### config.mk
export PLATFORM = sky130hd
export DESIGN_NAME = pwm_multicanal
export DESIGN_NICKNAME = d
export VERILOG_FILES = /design/src/rtl/pwm_multicanal.sv
export SDC_FILE = /design/constraint.sdc
export NUM_CORES = 1
export LEC_CHECK = 0
export BUFFER_PORTS_ARGS = -buffer_cell sky130_fd_sc_hd__buf_2
export CORE_ASPECT_RATIO = 0.75
export CORE_MARGIN = 2
export CORE_UTILIZATION = 30
export CTS_BUF_LIST = sky130_fd_sc_hd__clkbuf_4 sky130_fd_sc_hd__clkbuf_8
export CTS_CLUSTER_DIAMETER = 60
export DETAILED_ROUTE_END_ITERATION = 10
export MAX_ROUTING_LAYER = met4
export PLACE_DENSITY = 0.46
export SYNTH_ARGS = -nofsm -noshare
export SYNTH_HDL_FRONTEND = slang
export SYNTH_SLANG_ARGS = --single-unit
### constraint.sdc
create_clock -name clk -period 2.8 [get_ports clk]
set_input_delay 0.84 -clock clk [delete_from_list [all_inputs] [get_ports clk]]
set_output_delay 0.84 -clock clk [all_outputs]
set_load 0.01 [all_outputs]
### src/rtl/pwm_multicanal.sv
// pwm_multicanal: N-channel PWM sequencer that steps through a duty-pattern table once per counter period.
// Define PWM_MULTICANAL_ONESHOT_EN to add the oneshot input (stop after the last step instead of looping).
module pwm_multicanal #(
  parameter int R  = 8,
  parameter int N  = 4,
  parameter int D  = 8,
  parameter int PW = 8,
  localparam int AW = (D > 1) ? $clog2(D) : 1
) (
  input  logic           clk,
  input  logic           reset,
  input  logic [PW-1:0]  presc,
  input  logic           start,
  input  logic           stop,
  input  logic [AW-1:0]  last_step,
  input  logic           wr_en,
  input  logic [AW-1:0]  wr_addr,
  input  logic [N*R-1:0] wr_data,
`ifdef PWM_MULTICANAL_ONESHOT_EN
  input  logic           oneshot,
`endif
  output logic [N-1:0]   pwm_out,
  output logic           tick,
  output logic [AW-1:0]  step_idx,
  output logic           busy
);
  localparam int TD = 1 << AW;

  typedef enum logic [1:0] {S_IDLE, S_RUN, S_DRAIN} state_t;

  state_t         r_state, w_state_nxt;
  logic [PW-1:0]  r_pcnt;
  logic [R-1:0]   r_q;
  logic [AW-1:0]  r_step;
  logic [N*R-1:0] r_shadow;
  logic [N*R-1:0] r_tab [TD];
  logic [N-1:0]   r_pwm;

  logic           w_run, w_en, w_pend, w_oneshot, w_seq_end, w_load, w_wr_ok;
  logic [AW-1:0]  w_last, w_nxt_idx, w_load_idx;
  logic [N-1:0]   w_cmp;

  // Table rows at or above D are never written, so they read back as zero.
  if (TD > D) begin : g_clamp
    localparam logic [AW-1:0] LAST_MAX = AW'(D - 1);
    assign w_last  = (last_step > LAST_MAX) ? LAST_MAX : last_step;
    assign w_wr_ok = wr_en && (wr_addr <= LAST_MAX);
  end else begin : g_full
    assign w_last  = last_step;
    assign w_wr_ok = wr_en;
  end

`ifdef PWM_MULTICANAL_ONESHOT_EN
  assign w_oneshot = oneshot;
`else
  assign w_oneshot = 1'b0;
`endif

  assign w_run     = (r_state != S_IDLE);
  assign w_en      = w_run && (r_pcnt == presc);
  assign w_pend    = w_en && (r_q == '1);
  assign w_seq_end = (r_step == w_last);
  assign w_nxt_idx = w_seq_end ? '0 : r_step + AW'(1);

  always_comb begin
    w_state_nxt = r_state;
    w_load      = 1'b0;
    w_load_idx  = w_nxt_idx;
    case (r_state)
      S_IDLE: begin
        if (start) begin
          w_state_nxt = S_RUN;
          w_load      = 1'b1;
          w_load_idx  = '0;
        end
      end
      S_RUN: begin
        if (w_pend && w_oneshot && w_seq_end) begin
          w_state_nxt = S_IDLE;
        end else begin
          w_load = w_pend;
          if (stop) w_state_nxt = S_DRAIN;
        end
      end
      S_DRAIN: begin
        if (w_pend) w_state_nxt = S_IDLE;
      end
      default: w_state_nxt = S_IDLE;
    endcase
  end

  always_comb begin
    w_cmp = '0;
    for (int i = 0; i < N; i++) w_cmp[i] = w_run && (r_q < r_shadow[i*R +: R]);
  end

  always_ff @(posedge clk or negedge reset) begin
    if (!reset) r_state <= S_IDLE;
    else        r_state <= w_state_nxt;
  end

  // A prescaler shrunk below the current count wraps on the next cycle without an enable.
  always_ff @(posedge clk or negedge reset) begin
    if (!reset) begin
      r_pcnt   <= '0;
      r_q      <= '0;
      r_step   <= '0;
      r_shadow <= '0;
      r_pwm    <= '0;
    end else begin
      if (!w_run) begin
        r_pcnt <= '0;
        r_q    <= '0;
      end else begin
        r_pcnt <= (r_pcnt >= presc) ? '0 : r_pcnt + PW'(1);
        if (w_en) r_q <= r_q + R'(1);
      end
      if (w_load) begin
        r_step   <= w_load_idx;
        r_shadow <= r_tab[w_load_idx];
      end
      r_pwm <= w_cmp;
    end
  end

  // Shadow loads read the old row when a write hits the same address in the same cycle.
  always_ff @(posedge clk or negedge reset) begin
    if (!reset) begin
      for (int k = 0; k < TD; k++) r_tab[k] <= '0;
    end else if (w_wr_ok) begin
      r_tab[wr_addr] <= wr_data;
    end
  end

  assign pwm_out  = r_pwm;
  assign tick     = w_pend;
  assign step_idx = r_step;
  assign busy     = w_run;

endmodule

==> results.py, run 1 <==
metrics = {
    "status": {
        "run_status": "completed",
    },
    "yosys": {
        "ys_ff_latch": 313,
        "yosysTopAreaCellShare_pct": 52.0,
        "synth_edf_count": 0,
        "seq_area_frac_synth_pct": 52.0,
        "yosysUniqueCellTypes": 44,
        "synth_nets": 1305,
        "ys_top_cells_by_area": "dfrtp_1 52%, mux2_2 20%, ha_1 3.2%",
        "syn_avg_cell_area_um2": 12.4,
        "netlist_area_um2": 15100,
        "synth.largest_area_cell": "dfrtp_1",
        "synth_warnings": 0,
        "ys.flop_type": "dfrtp_1",
        "synthCells": 1215,
        "synthArstFlopShare_pct": 100,
    },
    "sta": {
        "setup_violations": 0,
        "hold_viol_final": 0,
        "relSlewSlack_pct": 55.1,
        "max_freq_mhz": 366,
        "fin_crit_ps": 2740,
        "finalWorstSetupSlack_ps": 65.0,
        "fin_worst_skew_ps": 13.6,
        "post-route-period-util_pct": 97.7,
        "rsz0062_at_grt": "true",
        "slew_viol_final": 0,
        "fin_setup_tns_ps": 0,
        "tightest_slew_ps": 674,
    },
    "floorplanning": {
        "dieArea_um2": 52100,
        "num_rows": 71,
        "die_height_um": 198,
        "start_util_pct": 30.2,
        "die_w_um": 263,
        "core_area_um2": 49800,
        "ios": 60,
    },
    "power_and_ir_drop": {
        "power_leakage_nw": 7.77,
        "design_power_total_mw": 17.9,
        "peakVddDrop_mv": 0.657,
        "cellPowerDensity_nw_per_um2": 1010,
    },
    "global_route": {
        "grt_max_degree": 112,
        "antenna_found_initial": 1,
        "grt.overflow.total": 0,
        "grt_pass1_wl_um": 64700,
        "grt_pass1_vias": 10169,
        "gr-usage-all-layers_pct": 16.8,
    },
    "clock_tree": {
        "cts_hold_buffers": 0,
        "cts_tree": "yes",
        "clockBufferDepth": 3,
        "numCtsBuffers": 54,
        "cts_num_sinks": 313,
        "clk_pin_slew_ps": 60,
        "htreeDepth": 2,
        "root_buffer": "clkbuf_8",
        "clk_latency_ps": 610,
    },
    "setup_path": {
        "crit_type": "reg -> out",
        "worstSetupStartpointType": "flip-flop",
        "critPathMaxFanout": 2,
        "cp.arrival_ps": 1900,
        "critical_path_required_ps": 1960,
        "cp-end-kind": "output pin",
    },
    "route": {
        "drt-wirelength-per-cell_um": 20.9,
        "ant_nets": 0,
        "drc": 0,
        "drt_iter0_markers": 515,
        "firstDrtPassIters": 4,
        "vias": 9951,
        "totalWireLength_um": 41800,
        "avgViaCountPerCell": 4.97,
    },
    "layout": {
        "area_growth_pct": 17.9,
        "instances_no_fill": 2002,
        "post-route-util_pct": 35.7,
        "antenna_cells": 0,
        "n_fill_cell": 4982,
        "drive_gt1_share_pct": 38.6,
        "final_nets": 1399,
    },
    "placement": {
        "io_buffers": 59,
        "gp_congestion": 0.749,
        "post-place-ws_ps": -66.5,
        "dp_hpwl_um": 25100,
        "post-place-cells": 1899,
    },
    "worst_hold_path": {
        "hold_class": "in -> async",
    },
    "flow_run": {
        "maxCapViolCount": 0,
    },
}
==> worst max-delay path: stages (launching register included) <==
cell	delay (ps)
dfrtp_1	410
ha_4	280
nand4_1	120
nor2_2	140
nand2_1	90
nor3_2	110
buf_2	150
==> cell type report <==
type	instances	area, um^2	share of cell area, %
sequential	313	7840	44.1
multi-input combinational	779	6790	38.2
inverter	43	161	0.908
clock inverter	3	17.5	0.0985
timing repair buffer	118	1040	5.83
clock buffer	89	1110	6.22
tap	657	822	4.62
==> Yosys cell counts (all sizes together), types with 29 or more instances <==
master and count:
mux2 283, mux2i 38, o22ai 29, o21ai 46, inv 42, nor2b 34
a2bb2oi 31, a21oi 36, buf 32, o31ai 32, a211oi 36, ha 39
nor2 84, dfrtp 313, clkbuf 48
==> cells in the final DEF, fill, tap and decap left out, drive strengths merged, types with 4 or more instances in the layout <==
cell type | Yosys | routed
nand3 | 6 | 6
nand2b | 7 | 7
o21ai | 46 | 46
a211oi | 36 | 36
a21oi | 36 | 36
inv | 42 | 42
and3 | 5 | 5
o31ai | 32 | 32
nand4 | 4 | 4
or4 | 4 | 4
a2bb2oi | 31 | 31
nor4 | 4 | 4
nor2b | 34 | 34
dfrtp | 313 | 313
nand4b | 4 | 4
o22ai | 29 | 29
buf | 32 | 118
xor2 | 10 | 10
mux2i | 38 | 38
a21o | 10 | 10
clkbuf | 48 | 89
o311ai | 4 | 4
mux2 | 283 | 283
xnor2 | 6 | 6
ha | 39 | 39
nor2 | 84 | 84
nand2 | 10 | 10
nor3 | 4 | 4
o22a | 4 | 4
==> state kept, by name (all words and copies together) (netlist names) <==
signal and count:
pwm_out 4, r_pcnt 8, r_q 8, r_shadow 32, r_state 2, r_tab 256, step_idx 3
==> final timing paths <==
check / depth (start not counted) / slack (ps) / start / end
min in group clk: 1 / 500 / r_tab[8]$_DFFE_PN0P_ / r_tab[8]$_DFFE_PN0P_
hold / removal: 1 / 150 / reset / r_q[4]$_DFFE_PN0P_
hold reg to reg: 1 / 500 / r_tab[8]$_DFFE_PN0P_ / r_tab[8]$_DFFE_PN0P_
max in group asynchronous: 2 / 1900 / reset / r_tab[207]$_DFFE_PN0P_
setup reg to reg: 14 / 100 / r_pcnt[4]$_DFF_PN0_ / r_shadow[18]$_DFFE_PN0P_
setup / recovery: 6 / 60 / r_pcnt[5]$_DFF_PN0_ / tick
==> where the power goes <==
| group | switching (mW) | internal, mW | leakage [nW] |
|---|---|---|---|
| clock | 1.88 | 2.46 | 0.599 |
| sequential | 0.502 | 5.65 | 3.79 |
| combinational | 4.13 | 3.24 | 3.39 |
==> cell families (layout without fill, tap and decap cells) <==
group,count (synthesis),after routing,share of synthesized area (%)
mux,321,321,24.2
fa+ha+maj,39,39,3.24
simple gates,172,172,5.79
xor+xnor,16,16,0.930
compound gates,231,231,10.3
buf+inv,123,253,3.65
flops,313,313,52.0
==> through the flow <==
stage | cell area [um^2] | hold WS (ps)
final | 17800 | 151
after global routing | 17800 | 146
after CTS | 17700 | 130
after detailed placement | 16500 | 486
after global placement | 16500 | 480
after floorplan | 15100 | 465
==> repair_timing <==
action / CTS / global route
setup endpoints to repair: 1 / 28
setup buffers: 10 / 1
cloned: 0 / 0
gates resized for setup: 7 / 3
pin swaps: 3 / 3
==> per-layer routing <==
| layer | vias to the layer above | global-route usage, % | part of all wire, % |
|---|---|---|---|
| met5 | - | - | 0 |
| met4 | 0 | 3.89 | 1.6 |
| met3 | 57 | 2.76 | 4.4 |
| met2 | 158 | 23.4 | 41 |
| met1 | 5119 | 25.1 | 53 |
| li1 | 4617 | - | - |
No activity file was read; power rests on OpenSTA's default activity.
==> inputs of run 2 (changes only) <==
--- a/config.mk
+++ b/config.mk
@@ -12,6 +12,7 @@
 export CTS_BUF_LIST = sky130_fd_sc_hd__clkbuf_4 sky130_fd_sc_hd__clkbuf_8
 export CTS_CLUSTER_DIAMETER = 60
 export DETAILED_ROUTE_END_ITERATION = 10
+export GPL_TIMING_DRIVEN = 0
 export MAX_ROUTING_LAYER = met4
 export PLACE_DENSITY = 0.46
 export SYNTH_ARGS = -nofsm -noshare
==> constraint.sdc (replaced) <==
create_clock -name clk -period 2.8 [get_ports clk]
set_input_delay 0.42 -clock clk [delete_from_list [all_inputs] [get_ports clk]]
set_output_delay 0.42 -clock clk [all_outputs]
set_load 0.01 [all_outputs]
==> run 2 against run 1 <==
Net effect: clock skew increased by 15 ps; critical path depth shrank 2; maximum frequency increased by 4.8%; die area unchanged; register-to-register slack gained 100 ps; wire length up 6.8%; cell count grew 1.3%; power fell by 0.76%; hold slack worse by 33 ps; sequential power hardly changed; critical endpoint unchanged.
==> results.py, run 2 (same netlist as run 1, synthesis figures left out) <==
metrics = {
    "sta": {
        "relSlewSlack_pct": 20.3,
        "setup_violations": 0,
        "hold_viol_final": 0,
        "max_freq_mhz": 383,
        "rsz0062_at_grt": "false",
        "finalWorstSetupSlack_ps": 190,
        "tightest_slew_ps": 1190,
        "fin_worst_skew_ps": 28.7,
        "fin_crit_ps": 2610,
        "post-route-period-util_pct": 93.2,
        "slew_viol_final": 0,
    },
    "route": {
        "totalWireLength_um": 44600,
        "vias": 10086,
        "firstDrtPassIters": 5,
        "ant_nets": 0,
        "drc": 0,
        "drt_iter0_markers": 530,
        "drt-wirelength-per-cell_um": 22.0,
        "avgViaCountPerCell": 4.97,
    },
    "status": {
        "run_status": "completed",
    },
    "floorplanning": {
        "die_w_um": 263,
        "ios": 60,
        "start_util_pct": 30.2,
        "die_height_um": 198,
        "dieArea_um2": 52100,
        "core_area_um2": 49800,
        "num_rows": 71,
    },
    "worst_hold_path": {
        "min_from": "stop",
        "holdPathEnd": "r_state[0]$_DFFE_PN0P_",
        "min_path_cells": 4,
        "hold_class": "in -> reg",
    },
    "global_route": {
        "grt_pass1_wl_um": 68800,
        "grt_max_degree": 118,
        "grt.overflow.total": 0,
        "antenna_found_initial": 5,
        "grt_pass1_vias": 10577,
        "gr-usage-all-layers_pct": 18.1,
    },
    "clock_tree": {
        "clk_pin_slew_ps": 60,
        "numCtsBuffers": 52,
        "htreeDepth": 2,
        "cts_num_sinks": 313,
        "cts_tree": "yes",
        "root_buffer": "clkbuf_8",
        "clockBufferDepth": 3,
        "clk_latency_ps": 620,
    },
    "layout": {
        "final_nets": 1419,
        "final_cell_mix": "312 x dfrtp_1, 262 x mux2_2, 82 x nor2_1",
        "max_flop_register": "r_tab",
        "layout_commonest_cell": "dfrtp_1",
        "reg_top3": "r_tab (256), r_shadow (32)",
        "largest_reg_flops": 256,
        "drive_gt1_share_pct": 35.1,
        "area_growth_pct": 15.3,
    },
    "setup_path": {
        "cp.arrival_ps": 2190,
        "cp-end-kind": "output pin",
        "worst-r2r-cell-count": 8,
        "worstSetupStartpointType": "flip-flop",
        "critPathMaxFanout": 19,
        "crit_type": "reg -> out",
        "critical_path_required_ps": 2380,
        "worstReg2RegEnd": "r_shadow[21]$_DFFE_PN0P_",
        "rr_startpoint": "r_state[1]$_DFFE_PN0P_",
        "reg2reg_slack_ps": 200,
    },
    "placement": {
        "io_buffers": 56,
        "post-place-ws_ps": -231,
        "dp_hpwl_um": 29200,
        "gp_congestion": 0.780,
    },
    "power_and_ir_drop": {
        "cellPowerDensity_nw_per_um2": 1020,
        "design_power_total_mw": 17.7,
        "netSwitchingFraction_pct": 38.0,
        "power_leakage_nw": 7.62,
        "p_int_mw": 11.0,
        "peakVddDrop_mv": 0.424,
        "p_switching_mw": 6.74,
        "p_clk_share_pct": 24.1,
        "comb_power_share_pct": 41.2,
        "p_seq_share_pct": 34.7,
    },
    "flow_run": {
        "maxCapViolCount": 0,
    },
}
-- run 2: cell types whose count changed in the layout (fill, tap and decap cells not counted), moves of 4 or more --
| cell | previous run | this run |
|---|---|---|
| buf_6 | 0 | 8 |
| clkbuf_2 | 0 | 6 |
| buf_12 | 23 | 0 |
| clkbuf_1 | 0 | 42 |
| buf_2 | 58 | 78 |
| buf_4 | 36 | 2 |
| dfrtp_1 | 308 | 312 |
| diode_2 | 0 | 6 |
| ha_4 | 4 | 0 |
| clkbuf_8 | 70 | 65 |
| ha_1 | 34 | 39 |
-- run 2: area by class of cell --
type | instances | area, um^2
diodes | 6 | 15.0
plain buffers | 79 | 393
clock buffers | 86 | 1050
clock inverters | 4 | 26.3
fillers | 4985 | 32500
inverters | 43 | 161
multi-input cells | 779 | 6710
flip-flops and latches | 313 | 7830
well taps | 657 | 822
repair buffers | 61 | 370
-- run 2: power groups by stage --
| stage | Sequential (mW) | Combinational, mW | Clock, mW |
|---|---|---|---|
| detailed placement | 6.22 | 7.33 | 0 |
| global route | 6.29 | 8.04 | 4.66 |
| finish | 6.15 | 7.31 | 4.26 |
| global placement | 6.19 | 7.26 | 0 |
| CTS | 6.15 | 7.36 | 4.40 |
| floorplan | 6.10 | 4.93 | 0 |
-- run 2: metal layers --
metal	global-route usage, %	routed length, um	up-vias
li1	-	-	4641
met4	4.28	877	0
met2	26.1	18700	191
met1	26.0	22800	5190
met3	3.90	2210	64
met5	-	0	-
-- run 2: how the worst max path moves through the flow --
stage	end	slack, ps	cells past startpoint	start
detailed placement	r_shadow[21]$_DFFE_PN0P_	-230	8	r_state[1]$_DFFE_PN0P_
global placement	r_tab[142]$_DFFE_PN0P_	-5090	1	reset
finish	tick	190	4	r_state[1]$_DFFE_PN0P_
floorplan	r_shadow[29]$_DFFE_PN0P_	510	10	presc[5]
global route	r_shadow[9]$_DFFE_PN0P_	20	8	step_idx[1]$_DFFE_PN0P_
CTS	r_shadow[21]$_DFFE_PN0P_	6	6	step_idx[0]$_DFFE_PN0P_
-- run 2: what timing repair did --
action,in CTS,in global routing
buffers inserted,0,2
gates cloned,0,0
resized for setup,7,9
hold endpoints to repair,84,0
pin swaps,0,1
setup endpoints to repair,32,29
hold buffers,1,0
-- run 2: critical path: stages (launching register included) --
cell	delay, ps
dfrtp_1	440
nor2_4	350
clkbuf_2	510
nor3_1	120
buf_2	170
-- run 2: metrics by stage --
step	hold slack (ps)	cell area, um^2	utilization [%]	setup TNS, ps	instances
after floorplan	124	15100	-	0	1215
after global placement	478	16200	32.5	-1584950	1928
after detailed placement	485	16200	32.6	-6930	1930
after CTS	97.8	17300	34.8	0	2020
after global routing	118	17400	34.9	0	2027
final	119	17400	34.9	0	2028
